`src/rtl/display_scan_ctrl.sv`:
```
// display_scan_ctrl: four-digit seven-segment scan controller
// with CPU/debug source arbitration and leading-zero blanking.
//   clk, reset_n       : clock, async active-low reset
//   wb_valid, wb_data  : CPU write-back strobe and value
//   dbg_req, dbg_data  : debug takeover request and value
//   dbg_ack            : one-cycle pulse on accepted request
//   blank_lz           : leading-zero blanking, CPU source only
//   enable, digit, src : active-low digit enables, nibble, source
module display_scan_ctrl #(
  parameter int REFRESH_DIV = 100000,
  parameter int HOLD_FRAMES = 250
) (
  input  logic        clk,
  input  logic        reset_n,
  input  logic        wb_valid,
  input  logic [15:0] wb_data,
  input  logic        dbg_req,
  input  logic [15:0] dbg_data,
  output logic        dbg_ack,
  input  logic        blank_lz,
  output logic [3:0]  enable,
  output logic [3:0]  digit,
  output logic        src
);

  localparam int CW = $clog2(REFRESH_DIV);
  localparam int HW = $clog2(HOLD_FRAMES + 1);
  localparam logic [CW-1:0] CNT_MAX =
    CW'(REFRESH_DIV - 1);
  localparam logic [HW-1:0] HOLD_INIT =
    HW'(HOLD_FRAMES);

  typedef enum logic [1:0] {
    S0, S1, S2, S3
  } scan_t;

  typedef enum logic {
    SHOW_CPU, SHOW_DBG
  } mode_t;

  logic [CW-1:0] cnt;
  logic          tick;
  logic          frame_done;
  scan_t         scan, scan_nx;
  mode_t         mode, mode_nx;
  logic [HW-1:0] hold, hold_nx;
  logic [15:0]   cpu_reg;
  logic [15:0]   dbg_reg, dbg_nx;
  logic          ack_nx;
  logic [15:0]   word;
  logic [3:0]    lz;
  logic          blank;

  // prescaler
  always_ff @(posedge clk or negedge reset_n) begin
    if (!reset_n) begin
      cnt <= '0;
    end else if (cnt == CNT_MAX) begin
      cnt <= '0;
    end else begin
      cnt <= cnt + CW'(1);
    end
  end

  assign tick       = (cnt == CNT_MAX);
  assign frame_done = tick && (scan == S3);

  // scan FSM
  always_ff @(posedge clk or negedge reset_n) begin
    if (!reset_n) begin
      scan <= S0;
    end else begin
      scan <= scan_nx;
    end
  end

  always_comb begin
    scan_nx = scan;
    if (tick) begin
      unique case (scan)
        S0: scan_nx = S1;
        S1: scan_nx = S2;
        S2: scan_nx = S3;
        S3: scan_nx = S0;
      endcase
    end
  end

  // CPU value always tracks write-back, in any mode
  always_ff @(posedge clk or negedge reset_n) begin
    if (!reset_n) begin
      cpu_reg <= '0;
    end else if (wb_valid) begin
      cpu_reg <= wb_data;
    end
  end

  // mode FSM
  always_ff @(posedge clk or negedge reset_n) begin
    if (!reset_n) begin
      mode    <= SHOW_CPU;
      hold    <= '0;
      dbg_reg <= '0;
      dbg_ack <= 1'b0;
    end else begin
      mode    <= mode_nx;
      hold    <= hold_nx;
      dbg_reg <= dbg_nx;
      dbg_ack <= ack_nx;
    end
  end

  // The frame in progress at acceptance is frame 1,
  // so the hold ends on the HOLD_FRAMES-th frame_done.
  always_comb begin
    mode_nx = mode;
    hold_nx = hold;
    dbg_nx  = dbg_reg;
    ack_nx  = 1'b0;
    unique case (mode)
      SHOW_CPU: begin
        if (dbg_req) begin
          mode_nx = SHOW_DBG;
          hold_nx = HOLD_INIT;
          dbg_nx  = dbg_data;
          ack_nx  = 1'b1;
        end
      end
      SHOW_DBG: begin
        if (frame_done) begin
          if (hold == HW'(1)) begin
            mode_nx = SHOW_CPU;
          end else begin
            hold_nx = hold - HW'(1);
          end
        end
      end
    endcase
  end

  // slot outputs
  assign src  = (mode == SHOW_DBG);
  assign word = src ? dbg_reg : cpu_reg;

  // lz[i]: nibbles i..3 of the CPU word are zero
  assign lz = {
    cpu_reg[15:12] == 4'h0,
    cpu_reg[15:8]  == 8'h00,
    cpu_reg[15:4]  == 12'h000,
    1'b0
  };

  assign blank = blank_lz && !src && lz[scan];

  always_comb begin
    digit  = word[3:0];
    enable = 4'b1110;
    unique case (scan)
      S0: begin
        digit  = word[3:0];
        enable = 4'b1110;
      end
      S1: begin
        digit  = word[7:4];
        enable = 4'b1101;
      end
      S2: begin
        digit  = word[11:8];
        enable = 4'b1011;
      end
      S3: begin
        digit  = word[15:12];
        enable = 4'b0111;
      end
    endcase
    if (blank) begin
      enable = 4'b1111;
    end
  end

endmodule

```
`config.mk`:
```
export PLATFORM = sky130hd
export DESIGN_NAME = display_scan_ctrl
export DESIGN_NICKNAME = d
export VERILOG_FILES = /design/src/rtl/display_scan_ctrl.sv
export SDC_FILE = /design/constraint.sdc
export NUM_CORES = 1
export LEC_CHECK = 0
export CORE_MARGIN = 1.5
export CORE_UTILIZATION = 50
export CTS_BUF_LIST = sky130_fd_sc_hd__clkbuf_4 sky130_fd_sc_hd__clkbuf_8 sky130_fd_sc_hd__clkbuf_16
export DETAILED_ROUTE_END_ITERATION = 10
export GPL_ROUTABILITY_DRIVEN = 0
export PLACE_DENSITY = 0.87
export SETUP_SLACK_MARGIN = 0.3
export SYNTH_ARGS = -nofsm -noshare
export SYNTH_HDL_FRONTEND = slang
export SYNTH_SLANG_ARGS = --single-unit
```
`constraint.sdc`:
```
create_clock -name clk -period 2.25 [get_ports clk]
set_input_delay 0.45 -clock clk [delete_from_list [all_inputs] [get_ports clk]]
set_output_delay 0.45 -clock clk [all_outputs]
set_load 0.02 [all_outputs]
```
==> Yosys cells after proc, flatten, opt, wreduce, memory -nomap -nowiden <==
Cells that the tools add are included.
{ "word_totals": {"regBits": 61, "output_inout_bits": 10, "wordCells": 46} }
{ "classes": {"n_addsub": 2, "order_cmp": 1, "n_eq_ne": 8, "mux": 17, "bitwise": 1, "reduce_logical": 10} }
{ "op_table": {"columns": ["operator", "n"], "rows": [
  ["one-hot mux 4 bit (4 select lines)", 2],
  ["2-to-1 mux 8 bit", 3],
  ["adder 17 x 1 -> 17 bit, second input constant", 1],
  ["equality test 17 bit, second input constant", 1],
  ["2-to-1 mux 17 bit", 1],
  ["2-to-1 mux 16 bit", 1],
  ["one-hot mux 8 bit (2 select lines)", 1],
  ["zero test 12 bit", 1],
  ["equality test 8 x 1 -> 1 bit, second input constant", 1],
  ["zero test 8 bit", 1],
  ["one-hot mux 2 bit (4 select lines)", 1],
  ["subtractor 8 x 1 -> 8 bit, second input constant", 1],
  ["inequality test 2 bit, second input constant", 3],
  ["2-to-1 mux 1 bit", 5],
  ["equality test 2 bit, second input constant", 2],
  ["zero test 4 bit", 1],
  ["2-to-1 mux 4 bit", 1],
  ["logical AND 1 bit", 3],
  ["less-than comparator 2 x 3 -> 1 bit, second input constant", 1],
  ["AND reduction 3 bit", 1],
  ["binary-select mux 1 bit (select 2 bit)", 1],
  ["equality test 2 x 1 -> 1 bit, second input constant", 1],
  ["zero test 2 bit", 1],
  ["one-hot mux 1 bit (2 select lines)", 1],
  ["other kinds (3)", 3]
]} }

==> Logic depth before layout (Yosys ltp) <==
{ "logic_depth": {"depth_word": 5, "depth_mapped": 7} }

==> Worst setup path after synthesis <==
OpenSTA, ideal clock, no wires.
{ "synth_timing": {"path_kind": "flip-flop to output port", "startpoint": "register scan[0]", "endpoint": "output digit[3]", "arrival_ps": 1692, "required_ps": 1800, "path_slack_ps": 108, "path_stages_with_launch": 7, "path_buffers": 1, "path_cell_list": "dfrtp_1 inv_1 ha_1 clkbuf_1 a222oi_1 inv_1 mux4_2"} }
{ "synth_between": {"elab_chain_len": 2, "elab_cells_between_ends": 5} }
{ "synth_rtl": {"columns": ["element", "line_no", "text"], "rows": [
  ["start: declaration", "44", "scan_t scan, scan_nx;"],
  ["start signal: assignment", "73", "scan <= scan_nx;"],
  ["equality test 2 bit, or another cell as far along", "158", "unique case (scan)"],
  ["one-hot mux 4 bit (4 select lines) *", "158", null],
  ["end: declaration", "22", "output logic [3:0] digit,"]
]} }
Mark *: on every way between the ends. The rest lies on a longest branch, timed or not.

==> Worst setup path after layout <==
Ends and elaborated chain as after synthesis.

==> results.ini <==
[status]
outcome=finished, violations left
violations=setup timing

[logic_synthesis]
syn_area_per_cell_sq_um=12.3
synth_edf_count=0
yosysMostFrequentCell=dfrtp_1
synth_top_area_share_pct=51.0
ys_async_sr_fraction_pct=100
seq_area_frac_synth_pct=51.0
synth_commonest_cells=dfrtp_1, mux2_2, inv_1, nand2_1, xnor2_1
ys_warn_count=0
syn_inst=243
post-synth-top-area-cell=dfrtp_1
yosysUniqueCellTypes=46
synth_ff_type=dfrtp_1
ys_ff_latch=61
netlist_top_cells_area=dfrtp_1, mux2_2, ha_1
syn-num-nets=288
syn-cell-area_sq_um=3000

[die]
dieArea_sq_um=6460
start_util_pct=51.2
die_y_um=80.4
rows=28
core_sq_um=5850
io_pins=47
die_w_um=80.4

[clock_tree]
cts.sinks=61
path_clk_slew_ns=0.07
root_buffer=clkbuf_8
worstSkewPairLatency_ns=0.34
h-tree-depth=3
clockBufferDepth=2
postCtsHoldBufs=0
cts_buffers=9
cts_tree=built

[placement]
dp_slack_ns=-0.641
portBuffers=46
dpl.hpwl_um=4650
post-place-cells=375

[detailed_routing]
drt_iter0_drc=131
ant_nets=0
via_count=2366
drt_wl_total_um=7550
drc_errors=0
vias_per_cell=5.96
wl_per_cell_um=19.0
drtPass1Iterations=5

[setup_path]
cp-start-kind=flip-flop
cp.arrival_ns=2.17
worst-endpoint-required_ns=1.80
end_kind=output pin
crit_type=flip-flop to output pin
path_max_fanout=6

[sta]
fin_tns_setup_ns=-1.34
setup_viol=5
period_needed_ns=2.62
post-route-period-util_pct=117
fmax_mhz=381
hold_violations=0
rsz0062_at_grt=true
clock_skew_ns=0.00997
relSlewSlack_pct=61.9
report.final.slew_viol_count=0
setup_ws_ns=-0.371
worstMarginPinSlew_ns=0.571

[flow_run]
cap_violations=0

[layout]
fin_util_pct=68.6
final_nets=362
area_delta_synth_final_pct=34.0
largest_reg_flops=17
insertedDiodeCount=0
fillers=378
fin_cells=397
drive_gt1_share_pct=36.3

[pwr]
power.density_nw_per_um2=635
p_leak_uw=0.00177
peakVddDrop_v=0.000405

[global_routing]
track_usage_pct=23.6
grt_max_degree=24
grt_pass1_vias=2342
grt-ovfl-total=0
antenna_found_initial=0
grt_pass1_wl_um=11200

[hold_path]
hold_class=primary input to asynchronous set/reset pin

final cells by class:
class	count	area [sq um]	area share [%]
clock buffers	9	124	3.09
clock inverters	7	90.1	2.24
inverters	13	48.8	1.22
multi-input cells	159	1460	36.3
flip-flops and latches	61	1530	38.1
well taps	75	93.8	2.34
repair buffers	73	669	16.7
worst max-delay path, stage by stage, from the launching register on:
cell and delay, ns:
dfrtp_2 0.44, inv_2 0.07, ha_4 0.19, a222oi_1 0.35, inv_1 0.13, mux4_2 0.49, buf_6 0.15
kinds of logic after synthesis:
logic type,count (synthesis),synth area share [%]
AO/OA/AOI/OAI,32,8.19
XOR/XNOR,14,4.09
adder cells (fa/ha/maj),8,3.34
buffers and inverters,23,3.59
flip-flops,61,51.0
multiplexers,44,17.4
AND/OR/NAND/NOR,61,12.4
stage by stage:
| stage | instance area, sq um | hold WS [ns] | total power [uW] |
|---|---|---|---|
| floorplan | 3010 | 0.154 | 1330 |
| global placement | 3660 | 0.448 | 1470 |
| detailed placement | 3660 | 0.458 | 1480 |
| CTS | 3970 | 0.0882 | 2540 |
| global route | 4010 | 0.119 | 2630 |
| finish | 4010 | 0.0910 | 2550 |
layout by cell type, fill, tap and decap left out, types with 7 or more instances in the layout:
cell             count
nand2_1             12
dfrtp_1             58
a222oi_1             7
buf_4               25
inv_1               10
buf_6                7
clkdlybuf4s50_1     35
xnor2_1              9
mux2_2              35
nor2_1               8
clkbuf_8             9
path summary, 6_finish.rpt:
path                         start        to  slack, ns  depth (start not counted)
hold / removal             reset_n   scan[1]       0.09                          1
setup / recovery           scan[0]  digit[3]      -0.37                          6
max in group asynchronous  reset_n       src       1.48                          2
hold reg to reg            cnt[16]   cnt[16]       0.48                          1
min in group clk           cnt[16]   cnt[16]       0.48                          1
setup reg to reg           hold[1]   hold[5]       0.35                          6
where the power goes:
group,total [uW],switching [uW],internal (uW)
Clock,1060,448,617
Combinational,259,98.6,160
Sequential,1220,60.4,1160
what timing repair did:
action,4_1_cts,5_1_grt
resized for setup,59,11
pin swaps,12,6
endpoints found under the setup margin,9,12
setup buffers,5,1
endpoints found under the hold margin,0,0
per-layer routing:
| layer | share of wire, % | GRT usage (%) | vias to the layer above |
|---|---|---|---|
| met3 | 5.8 | 4.66 | 23 |
| met4 | 3.8 | 12.9 | 0 |
| li1 | - | - | 1039 |
| met1 | 40 | 30.8 | 1191 |
| met5 | 0 | 0 | - |
| met2 | 51 | 36.6 | 113 |
Note: power is estimated with default switching activity, not from simulation.
